File: src/rtl/sd_spi_responder.sv
// SPI-mode SD card responder: CMD0/CMD55/ACMD41/CMD17 single-block read from an external byte store.
// Define SD_RESP_CRC16_EN to send CRC16-CCITT after each data block instead of 0xFFFF.
module sd_spi_responder (
  input  logic        iCLK,
  input  logic        Reset,
  input  logic        SD_CLK,
  input  logic        SD_CS,
  input  logic        SD_MOSI,
  output logic        SD_MISO,
  output logic [31:0] oBlockAddr,
  output logic [8:0]  oRdAddr,
  output logic        oRdReq,
  input  logic [7:0]  iRdData,
  output logic        oBusy,
  output logic [5:0]  oLastCmd
);

  typedef enum logic [2:0] {HUNT, CMD_RX, NCR, RESP, GAP, TOKEN, DATA, CRC} state_t;
  state_t state, state_n;

  logic [2:0]  sclk_q;
  logic [1:0]  cs_q, mosi_q;
  logic        cs_hi, rise, fall, byte_done;
  logic [2:0]  bitcnt, bytecnt;
  logic [6:0]  rxsr;
  logic [7:0]  rx_byte, txsr, tx_byte, r1, r1_n, rd_byte;
  logic [5:0]  cmd_idx;
  logic [31:0] arg;
  logic        idle, app, rd_go, idle_n, app_n, go_n;
  logic        load_pend, rd_q, crc_cnt;
`ifdef SD_RESP_CRC16_EN
  logic [15:0] crc;

  function automatic logic [15:0] crc16_upd(input logic [15:0] c, input logic [7:0] d);
    logic [15:0] r;
    r = c;
    for (int i = 7; i >= 0; i--)
      r = (r[15] ^ d[i]) ? ({r[14:0], 1'b0} ^ 16'h1021) : {r[14:0], 1'b0};
    return r;
  endfunction
`endif

  // sclk_q[1]/[2] are the synchronized level and its previous value
  always_ff @(posedge iCLK or negedge Reset)
    if (!Reset) begin
      sclk_q <= '0;
      cs_q   <= 2'b11;
      mosi_q <= '0;
    end else begin
      sclk_q <= {sclk_q[1:0], SD_CLK};
      cs_q   <= {cs_q[0], SD_CS};
      mosi_q <= {mosi_q[0], SD_MOSI};
    end

  assign cs_hi     = cs_q[1];
  assign rise      = sclk_q[1] & ~sclk_q[2] & ~cs_hi;
  assign fall      = ~sclk_q[1] & sclk_q[2] & ~cs_hi;
  assign rx_byte   = {rxsr, mosi_q[1]};
  assign byte_done = rise & (bitcnt == 3'd7);
  assign SD_MISO   = txsr[7];
  assign oBusy     = (state != HUNT);

  always_comb begin
    r1_n   = {5'b0, 2'b10, idle};
    idle_n = idle;
    app_n  = 1'b0;
    go_n   = 1'b0;
    case (cmd_idx)
      6'd0:  begin r1_n = 8'h01; idle_n = 1'b1; end
      6'd55: begin r1_n = {7'b0, idle}; app_n = 1'b1; end
      6'd41: if (app) begin r1_n = 8'h00; idle_n = 1'b0; end
      6'd17: begin r1_n = idle ? 8'h05 : 8'h00; go_n = ~idle; end
      default: ;
    endcase
  end

  // Byte presented on the fall after a byte boundary depends on the state just entered
  always_comb begin
    tx_byte = 8'hFF;
    case (state)
      RESP:  tx_byte = r1;
      TOKEN: tx_byte = 8'hFE;
      DATA:  tx_byte = rd_byte;
`ifdef SD_RESP_CRC16_EN
      CRC:   tx_byte = crc_cnt ? crc[7:0] : crc[15:8];
`endif
      default: ;
    endcase
  end

  always_comb begin
    state_n = state;
    if (cs_hi) state_n = HUNT;
    else if (byte_done)
      case (state)
        HUNT:    if (rx_byte[7:6] == 2'b01) state_n = CMD_RX;
        CMD_RX:  if (bytecnt == 3'd5) state_n = NCR;
        NCR:     state_n = RESP;
        RESP:    state_n = rd_go ? GAP : HUNT;
        GAP:     state_n = TOKEN;
        TOKEN:   state_n = DATA;
        DATA:    if (oRdAddr == 9'd511) state_n = CRC;
        CRC:     if (crc_cnt) state_n = HUNT;
        default: state_n = HUNT;
      endcase
  end

  always_ff @(posedge iCLK or negedge Reset)
    if (!Reset) state <= HUNT;
    else        state <= state_n;

  always_ff @(posedge iCLK or negedge Reset)
    if (!Reset) begin
      bitcnt     <= '0;
      bytecnt    <= '0;
      rxsr       <= '0;
      txsr       <= 8'hFF;
      cmd_idx    <= '0;
      arg        <= '0;
      r1         <= 8'hFF;
      idle       <= 1'b1;
      app        <= 1'b0;
      rd_go      <= 1'b0;
      load_pend  <= 1'b0;
      rd_q       <= 1'b0;
      rd_byte    <= '0;
      crc_cnt    <= 1'b0;
      oRdReq     <= 1'b0;
      oRdAddr    <= '0;
      oBlockAddr <= '0;
      oLastCmd   <= '0;
`ifdef SD_RESP_CRC16_EN
      crc        <= '0;
`endif
    end else begin
      oRdReq <= 1'b0;
      rd_q   <= oRdReq;
      if (rd_q) rd_byte <= iRdData;
      if (cs_hi) begin
        bitcnt    <= '0;
        bytecnt   <= '0;
        crc_cnt   <= 1'b0;
        load_pend <= 1'b0;
        txsr      <= 8'hFF;
        oRdAddr   <= '0;
      end else begin
        if (rise) begin
          rxsr   <= rx_byte[6:0];
          bitcnt <= bitcnt + 3'd1;
        end
        if (fall) begin
          if (load_pend) begin
            txsr      <= tx_byte;
            load_pend <= 1'b0;
`ifdef SD_RESP_CRC16_EN
            if (state == DATA) crc <= crc16_upd(crc, tx_byte);
`endif
          end else
            txsr <= {txsr[6:0], 1'b1};
        end
        if (byte_done) begin
          load_pend <= 1'b1;
          case (state)
            HUNT: if (rx_byte[7:6] == 2'b01) begin
              cmd_idx <= rx_byte[5:0];
              bytecnt <= 3'd1;
            end
            CMD_RX: begin
              bytecnt <= bytecnt + 3'd1;
              if (bytecnt != 3'd5) arg <= {arg[23:0], rx_byte};
              else begin
                bytecnt  <= '0;
                oLastCmd <= cmd_idx;
                r1       <= r1_n;
                idle     <= idle_n;
                app      <= app_n;
                rd_go    <= go_n;
                if (go_n) oBlockAddr <= arg;
              end
            end
            TOKEN: begin
              oRdAddr <= '0;
              oRdReq  <= 1'b1;
`ifdef SD_RESP_CRC16_EN
              crc     <= '0;
`endif
            end
            DATA: begin
              oRdAddr <= oRdAddr + 9'd1;
              if (oRdAddr != 9'd511) oRdReq <= 1'b1;
            end
            CRC: crc_cnt <= ~crc_cnt;
            default: ;
          endcase
        end
      end
    end

endmodule

File: config.mk
export PLATFORM = sky130hd
export DESIGN_NAME = sd_spi_responder
export DESIGN_NICKNAME = d
export VERILOG_FILES = /design/src/rtl/sd_spi_responder.sv
export SDC_FILE = /design/constraint.sdc
export NUM_CORES = 1
export LEC_CHECK = 0
export ABC_AREA = 1
export BUFFER_PORTS_ARGS = -buffer_cell sky130_fd_sc_hd__buf_4
export CAP_MARGIN = 40
export CORE_MARGIN = 1
export CORE_UTILIZATION = 43
export CTS_BUF_LIST = sky130_fd_sc_hd__clkbuf_4 sky130_fd_sc_hd__clkbuf_8
export DETAILED_ROUTE_END_ITERATION = 16
export GPL_TIMING_DRIVEN = 1
export PLACE_DENSITY = 0.62
export SYNTH_ARGS = -nofsm -noshare
export SYNTH_HDL_FRONTEND = slang
export SYNTH_SLANG_ARGS = --single-unit
File: constraint.sdc
create_clock -name iCLK -period 1.8 [get_ports iCLK]
set_clock_uncertainty 0.2 [all_clocks]
set_input_delay 0.09 -clock iCLK [delete_from_list [all_inputs] [get_ports iCLK]]
set_output_delay 0.09 -clock iCLK [all_outputs]
set_load 0.01 [all_outputs]
==> flow_summary.json <==
{
  "first_global_vias": 4532,
  "rr_worst_depth": 9,
  "dieArea_sq_um": 13800,
  "ys_ff_latch": 134,
  "path_class": "reg -> reg",
  "hpwl_mm": 8.43,
  "cp_data_required_time_ns": 1.94,
  "die_w_um": 117,
  "cp.arrival_ns": 2.12,
  "hold_class": "in -> async",
  "final_common_cell": "nand2_1",
  "dp_cells": 899,
  "finalSetupViolations": 48,
  "r2r_slack_ns": -0.18,
  "drv_slew": 0,
  "drv_cap": 0,
  "synthCells": 643,
  "drt_iter0_markers": 266,
  "drive_above_1_share_pct": 30.9,
  "start_kind": "flip-flop",
  "drt-total-wl_mm": 13.4,
  "area_growth_pct": 36.5,
  "slew_headroom_pct": 52.2,
  "final_cells": 966,
  "clock_path_buffers": 2,
  "boundaryPins": 63,
  "num_vias": 4694,
  "worstReg2RegEnd": "oBlockAddr[0]",
  "fin_setup_tns_ns": -4.98,
  "wl_per_cell_um": 13.9,
  "critPathLaunch": "state[1]",
  "rsz0062_at_grt": "true",
  "hold_viol_final": 0,
  "power.leakage_nw": 3.73,
  "crit_fanout": 8,
  "grt_first_pass_wirelength_mm": 20.7,
  "synth_fp_nets": 660,
  "rows": 41,
  "fin_crit_ns": 1.98,
  "whs_ns": 0.00817,
  "core-area_sq_um": 12800,
  "finalCritPeriodShare_pct": 110,
  "htreeDepth": 4,
  "end_kind": "flip-flop",
  "vias_per_cell": 4.86,
  "antenna_found_initial": 0,
  "clk_pin_slew_ns": 0.07,
  "grt_overflow": 0,
  "fmax_ghz": 0.505,
  "tightest_slew_ns": 0.715,
  "cts_buffers": 17,
  "yosysUniqueCellTypes": 31,
  "drc": 0,
  "syn_area_sq_um": 5730,
  "p_per_area_nw_per_um2": 799,
  "syn_avg_cell_area_sq_um": 8.91,
  "antenna_left": 0,
  "most-common-layout-cells": "157 x nand2_1, 119 x dfrtp_1, 107 x buf_4",
  "ys_seq_area_share_pct": 58.8,
  "grt_max_degree": 65,
  "die_h_um": 117,
  "vdd_drop_max_mv": 0.590,
  "antenna_cells": 0,
  "insertion_delay_ns": 0.45,
  "status": "finished with violations",
  "tritoncts": "done",
  "gp_routability_congestion": 0.844,
  "track_usage_pct": 18.8,
  "cts_sinks": 134,
  "fin_nets": 799,
  "r2r_start": "state[1]",
  "start_util_pct": 44.7,
  "synth_warnings": 0,
  "drt_first_pass_iters": 4,
  "cts-root-buf": "clkbuf_8",
  "io_buffers": 62,
  "violations": "negative setup slack",
  "setup_ws_ns": -0.179
}
sequential cells by signal, summed over array words and instances, names as in the netlist, 2 cells and up:
name / count
cs_q: 2
arg: 32
mosi_q: 2
oBlockAddr: 32
r1: 3
txsr: 8
rxsr: 7
bitcnt: 3
state: 3
bytecnt: 3
sclk_q: 3
rd_byte: 8
cmd_idx: 6
oLastCmd: 6
oRdAddr: 9
synth_stat cells, drive strengths merged:
cell    count  area (sq um)
a21oi      27           135
nand3b      1          7.51
a21o        1          7.51
dfrtp     120          3000
nand2     180           681
dfstp      14           368
mux2i       1          10.0
or2         1          6.26
clkinv      1          3.75
nor2       52           226
a22oi       3          22.5
clkbuf      9          33.8
nor4        1          6.26
nor3        3          15.0
buf        14          95.1
nand3      36           198
xor2        1          8.76
o21ai      89           460
nand4       6          37.5
mux2        8          90.1
ha          4          50.1
inv        71           267
per-stage QoR:
stage	instance area, sq um	worst slack (ns)	power [W]	util, %
4_1_cts	7300	-0.184	0.00628	56.9
6_report	7820	-0.179	0.00625	61.0
3_5_place_dp	6730	-0.229	0.00374	52.4
5_1_grt	7820	-0.315	0.00653	61.0
2_1_floorplan	5750	-0.229	0.00346	-
3_3_place_gp	6730	-0.192	0.00372	52.4
timing repair:
action                                  4_1_cts  5_1_grt
hold buffers                                 13        0
cloned                                        0       12
resized for setup                             6       63
endpoints found under the setup margin       44       89
pin swaps                                     3        3
buffers inserted                              3        8
hold endpoints to repair                    145        0
area by class of cell:
| cell class | count | area, sq um |
|---|---|---|
| fillers | 1140 | 5000 |
| flip-flops and latches | 134 | 3370 |
| multi-input cells | 415 | 2190 |
| repair buffers | 142 | 1370 |
| clock buffers | 24 | 305 |
| inverters | 72 | 273 |
| well taps | 172 | 215 |
| clock inverters | 7 | 95.1 |
critical path: stages (launching register included):
cell and delay [ns]:
dfrtp_1 0.44, inv_1 0.11, nand3_2 0.14, inv_2 0.12
nand2_1 0.10, nor2_4 0.26, nand2_8 0.17, clkbuf_16 0.20
nand2_1 0.07, o21ai_2 0.06
cell families (layout without fill, tap and decap cells):
| family | Yosys count | count (layout) | share of synthesized area (%) |
|---|---|---|---|
| buffers and inverters | 95 | 245 | 6.96 |
| DFF | 134 | 134 | 58.8 |
| adders and majority gates | 4 | 4 | 0.873 |
| AOI/OAI and AO/OA | 120 | 120 | 10.9 |
| and+or+nand+nor | 280 | 281 | 20.5 |
| xor gates and xnor gates | 1 | 1 | 0.153 |
| muxes | 9 | 9 | 1.75 |
power by group:
group          switching [W]  internal, W  leakage [nW]  total [W]
clock                0.00111      0.00140         0.207    0.00251
combinational       0.000365     0.000237          1.73   0.000602
sequential         0.0000629      0.00308          1.80    0.00314
metal layers:
metal / vias to the layer above / track usage [%] / part of all wire, %
met5: - / 0 / 0
met4: 0 / 7.93 / 1.6
met3: 17 / 4.51 / 3.0
met2: 72 / 30.4 / 50
met1: 2270 / 24.2 / 45
li1: 2335 / - / -
worst max path at each step:
stage	end	slack, ns	cells after the start
2_1_floorplan	state[0]	-0.23	13
3_3_place_gp	state[1]	-0.19	13
3_5_place_dp	state[1]	-0.23	13
4_1_cts	state[2]	-0.18	13
5_1_grt	state[1]	-0.32	13
6_report	oBlockAddr[0]	-0.18	9
Note: power is estimated with default switching activity, not from simulation.
